**src/rtl/demux8_sink.sv**
```systemverilog
// demux8_sink: keyed write-bus sink with a small FIFO toward the local device.
//
// Watches the shared 8-bit-key / 16-bit-data write bus. A valid beat whose key
// equals MULTIPLEX_CODE is pushed into a 2**DEPTH_LOG2-word FIFO. Other keys are
// ignored, so several sinks with distinct codes can share one bus. Buffered
// words are handed to the local device over a valid/ready interface.
//
// Optional feature macro: DEMUX8_SINK_DROP_EN
//   defined   : bus_ready tied 1; matching beats arriving while full are
//               discarded and the sticky overflow flag is set until rst.
//   undefined : bus_ready = !full, nothing is ever dropped, overflow tied 0.
//
// Ports:
//   clk        in   clock, all state on rising edge
//   rst        in   synchronous active-high reset
//   bus_key    in   [7:0]  key of current bus beat
//   bus_data   in   [15:0] data of current bus beat
//   bus_valid  in   beat present this cycle
//   bus_ready  out  sink can accept a matching beat this cycle
//   bus_hit    out  bus_valid && (bus_key == MULTIPLEX_CODE), combinational
//   out_data   out  [15:0] head-of-FIFO word
//   out_valid  out  FIFO non-empty
//   out_ready  in   local device consumes out_data this cycle
//   level      out  [DEPTH_LOG2:0] FIFO occupancy
//   overflow   out  sticky drop flag

module demux8_sink #(
  parameter logic [7:0]  MULTIPLEX_CODE = 8'd0,
  parameter int unsigned DEPTH_LOG2     = 2
) (
  input  logic                  clk,
  input  logic                  rst,
  input  logic [7:0]            bus_key,
  input  logic [15:0]           bus_data,
  input  logic                  bus_valid,
  output logic                  bus_ready,
  output logic                  bus_hit,
  output logic [15:0]           out_data,
  output logic                  out_valid,
  input  logic                  out_ready,
  output logic [DEPTH_LOG2:0]   level,
  output logic                  overflow
);

  localparam int unsigned Depth = 2 ** DEPTH_LOG2;

  localparam logic [DEPTH_LOG2-1:0] PtrOne = DEPTH_LOG2'(1);
  localparam logic [DEPTH_LOG2:0]   LvlOne = (DEPTH_LOG2 + 1)'(1);
  localparam logic [DEPTH_LOG2:0]   LvlMax = (DEPTH_LOG2 + 1)'(Depth);

  logic [15:0]           mem_q [Depth];
  logic [DEPTH_LOG2-1:0] wr_ptr_q, wr_ptr_d;
  logic [DEPTH_LOG2-1:0] rd_ptr_q, rd_ptr_d;
  logic [DEPTH_LOG2:0]   level_q, level_d;
  logic                  overflow_q, overflow_d;

  logic full;
  logic empty;
  logic push;
  logic pop;
  logic drop;

  assign full    = (level_q == LvlMax);
  assign empty   = (level_q == '0);
  assign bus_hit = bus_valid && (bus_key == MULTIPLEX_CODE);

`ifdef DEMUX8_SINK_DROP_EN
  // Always ready; a hit while full is accepted on the bus but thrown away.
  assign bus_ready = 1'b1;
  assign push      = bus_hit && !full;
  assign drop      = bus_hit && full;
`else
  // Readiness depends on state only, so a same-cycle pop never frees a slot.
  assign bus_ready = !full;
  assign push      = bus_hit && bus_ready;
  assign drop      = 1'b0;
`endif

  assign pop = !empty && out_ready;

  always_comb begin
    wr_ptr_d   = wr_ptr_q;
    rd_ptr_d   = rd_ptr_q;
    level_d    = level_q;
    overflow_d = overflow_q;

    if (push) begin
      wr_ptr_d = wr_ptr_q + PtrOne;
    end
    if (pop) begin
      rd_ptr_d = rd_ptr_q + PtrOne;
    end

    unique case ({push, pop})
      2'b10:   level_d = level_q + LvlOne;
      2'b01:   level_d = level_q - LvlOne;
      default: level_d = level_q;
    endcase

    if (drop) begin
      overflow_d = 1'b1;
    end
  end

  always_ff @(posedge clk) begin
    if (rst) begin
      wr_ptr_q   <= '0;
      rd_ptr_q   <= '0;
      level_q    <= '0;
      overflow_q <= 1'b0;
    end else begin
      wr_ptr_q   <= wr_ptr_d;
      rd_ptr_q   <= rd_ptr_d;
      level_q    <= level_d;
      overflow_q <= overflow_d;
    end
  end

  // Storage is cleared on reset so out_data never shows X.
  always_ff @(posedge clk) begin
    if (rst) begin
      for (int i = 0; i < Depth; i++) begin
        mem_q[i] <= '0;
      end
    end else if (push) begin
      mem_q[wr_ptr_q] <= bus_data;
    end
  end

  assign out_data  = mem_q[rd_ptr_q];
  assign out_valid = !empty;
  assign level     = level_q;

`ifdef DEMUX8_SINK_DROP_EN
  assign overflow = overflow_q;
`else
  assign overflow = 1'b0;
`endif

endmodule

```
**config.mk**
```make
export PLATFORM = sky130hd
export DESIGN_NAME = demux8_sink
export DESIGN_NICKNAME = d
export VERILOG_FILES = /design/src/rtl/demux8_sink.sv
export SDC_FILE = /design/constraint.sdc
export NUM_CORES = 1
export LEC_CHECK = 0
export CAP_MARGIN = 20
export CORE_MARGIN = 2
export CORE_UTILIZATION = 50
export CTS_CLUSTER_DIAMETER = 80
export DETAILED_ROUTE_END_ITERATION = 6
export HOLD_SLACK_MARGIN = 0.12
export PLACE_DENSITY = 0.81
export SYNTH_ARGS = -nofsm -noshare
export SYNTH_HDL_FRONTEND = slang
export SYNTH_SLANG_ARGS = --single-unit
export TNS_END_PERCENT = 5
```
**constraint.sdc**
```tcl
create_clock -name clk -period 2.86 [get_ports clk]
set_input_delay 0.572 -clock clk [delete_from_list [all_inputs] [get_ports clk]]
set_output_delay 0.572 -clock clk [all_outputs]
set_load 0.02 [all_outputs]
```
==> impl_metrics.py, run 1 <==
metrics = {
    "place": {
        "placed_cell_area_um2": 3830,
        "hpwl_um": 3920,
        "io_buffers": 49,
        "gp_congestion": 0.726,
    },
    "setup_path": {
        "cp-start-kind": "input port",
        "r2r-start": "level[2]",
        "cp_common_cell": "clkdlybuf4s50_1",
        "cp.arrival_ns": 2.17,
        "critPathMaxStageDelay_ns": 0.62,
        "path_cells": "clkdlybuf4s50_1, nor4_2, and3_1, clkdlybuf4s50_1",
        "ff2ff_setup_slack_ns": 0.47,
        "cp_max_fo": 3,
        "crit_required_ns": 2.29,
        "cp_slowest_cell": "clkdlybuf4s50_1",
        "r2r_cells": 8,
        "endpoint_kind": "primary output",
        "worstSetupPathType": "input port to primary output",
        "rr_endpoint": "level[2]",
    },
    "yosys": {
        "synth.avg_cell_area_um2": 14.3,
        "synth-seq-cells": 73,
        "netlist_instances": 225,
        "yosysUniqueCellTypes": 29,
        "muxShareOfSynthArea_pct": 11.2,
        "ys_seq_area_share_pct": 65.5,
        "synth_xor_area_share_pct": 1.37,
        "yosys_warnings": 0,
        "synth-compound-area-share_pct": 1.37,
        "synthSimpleGateAreaFrac_pct": 16.3,
        "synth_top_family_by_area": "simple AND/OR/NAND/NOR gates",
        "synth_nets": 255,
        "synthAdderAreaFrac_pct": 1.01,
        "syn-cell-area_um2": 3210,
    },
    "global_route": {
        "grt_max_degree": 18,
        "grtUsageTotal_pct": 18.3,
        "antenna_found_initial": 0,
        "grt-ovfl-total": 0,
        "grt_pass1_wl_um": 9830,
        "grt_pass1_vias": 2060,
    },
    "die": {
        "die_area_um2": 7070,
        "initial_core_util_pct": 51.1,
        "die_h_um": 84.1,
        "core_um2": 6280,
        "die_w_um": 84.1,
        "rows": 29,
        "boundaryPins": 51,
    },
    "sta": {
        "tns_ns": 0,
        "fin_crit_ns": 2.75,
        "fmax_mhz": 364,
        "report.final.slew_viol_count": 0,
        "hold_violations": 0,
        "rsz0062_at_grt": "false",
        "timing.final.crit_share_pct": 96.0,
        "fin_skew_ns": 0.00846,
        "finalSetupViolations": 0,
    },
    "layout": {
        "num-fill-cells": 473,
        "final_core_util_pct": 63.4,
        "area_growth_pct": 24.0,
        "drive_gt1_share_pct": 21.3,
        "final_cell_mix": "edfxtp_1 (64), nor2_1 (51), clkdlybuf4s50_1 (49)",
        "design_area_um2": 3980,
        "final_common_cell": "edfxtp_1",
        "nets": 312,
        "multiInputGateArea_um2": 1010,
        "antenna_cells": 0,
        "ff_latch_area_um2": 2100,
    },
    "routing": {
        "drc": 0,
        "wl_per_cell_um": 16.7,
        "first_iter_violations": 190,
        "viasPerCell": 5.35,
        "wl_um": 6080,
        "firstDrtPassIters": 4,
        "ant_nets": 0,
        "vias": 1948,
    },
    "cts": {
        "clkTransAtPathRegs_ns": 0.07,
        "cts_hold_buffers": 0,
        "clk_path_buf_depth": 2,
        "cts.sink_count": 73,
        "worstSkewPairLatency_ns": 0.34,
        "cts_resized": 0,
        "cts-root-buf": "clkbuf_8",
        "cts_made_buffers": 9,
        "htreeDepth": 3,
        "post_cts_buffers": 0,
        "cts_tree": "done",
    },
    "pwr": {
        "power.density_nw_per_um2": 501,
        "p_leak_nw": 1.35,
        "irDropWorstVdd_v": 0.000303,
    },
    "flow_run": {
        "maxCapViolations": 0,
    },
    "outcome": {
        "status": "finished clean",
    },
    "hold_path": {
        "min-delay-start": "rd_ptr_q[0]",
        "hold_depth": 2,
        "hold_class": "flip-flop to flip-flop",
    },
}
[synthesized netlist by cell type (all sizes together)]
cell	count	area share, %
nand2	1	0.12
clkbuf	6	0.70
fa	1	0.62
nor2b	1	0.20
conb	1	0.12
and3	1	0.20
inv	4	0.47
nand2b	19	3.7
a21oi	3	0.47
nor3	1	0.16
dfxtp	9	5.6
nor2	71	9.9
or3	4	0.78
ha	1	0.39
nand4	2	0.59
a41o	1	0.31
o31a	1	0.27
xor2	3	0.82
mux4	16	11
edfxtp	64	60
buf	9	1.9
o21ai	2	0.31
nor4	1	0.39
or3b	1	0.35
xnor2	2	0.55
[sequential cells by signal (all words and copies together) (netlist names), named ones only]
register	cells
level	3
rd_ptr_q	2
mem_q	64
wr_ptr_q	2
[through the flow]
step / power (mW) / hold WS (ns) / cells / worst slack, ns
floorplan: 1.27 / 0.485 / 225 / 0.173
global placement: 1.35 / 0.506 / 348 / 0.156
detailed placement: 1.35 / 0.525 / 348 / 0.104
CTS: 1.99 / 0.540 / 364 / 0.103
global route: 2.04 / 0.575 / 364 / 0.00772
finish: 1.99 / 0.538 / 364 / 0.114
[cell families after synthesis]
group	after synthesis
other cells	1
compound gates	7
mux	16
simple gates	102
flops	73
xor+xnor	5
fa+ha+maj	2
buf+inv	19
[report_power, final]
group	internal, mW	switching (mW)
combinational	0.0731	0.0679
clock	0.316	0.345
sequential	1.18	0.00771
[worst max-delay path by stage]
stage / from / to / slack (ns)
floorplan: level[2] / level[2] / 0.17
finish: bus_key[2] / bus_hit / 0.11
detailed placement: bus_key[2] / bus_hit / 0.10
CTS: bus_key[2] / bus_hit / 0.10
global placement: bus_key[2] / bus_hit / 0.16
global route: bus_key[2] / bus_hit / 0.008
[critical path: cells and delay by family]
| kind | cells | cell delay [ns] |
|---|---|---|
| buf+inv | 2 | 1.03 |
| simple gates | 2 | 0.57 |
[final cells by class]
type,instances,share of cell area [%]
multi-input cells,133,25.3
well taps,77,2.42
clock buffers,15,3.68
repair buffers,61,15.2
inverters,4,0.377
flip-flops and latches,73,52.8
clock inverters,1,0.126
[per-layer routing]
layer / global-route usage, % / vias to the layer above / routed length (um)
li1: - / 916 / -
met1: 23.0 / 977 / 2700
met2: 31.6 / 46 / 3090
met3: 2.08 / 9 / 203
met4: 9.09 / 0 / 88
met5: 0 / - / 0
No activity file was read; power rests on OpenSTA's default activity.
==> inputs of run 2 (changes only) <==
--- a/config.mk
+++ b/config.mk
@@ -9,6 +9,7 @@
 export CORE_MARGIN = 2
 export CORE_UTILIZATION = 50
 export CTS_CLUSTER_DIAMETER = 80
+export CTS_CLUSTER_SIZE = 12
 export DETAILED_ROUTE_END_ITERATION = 6
 export HOLD_SLACK_MARGIN = 0.12
 export PLACE_DENSITY = 0.81
==> results of run 2 <==
Final layout, timing and power as in run 1 (identical DEF).
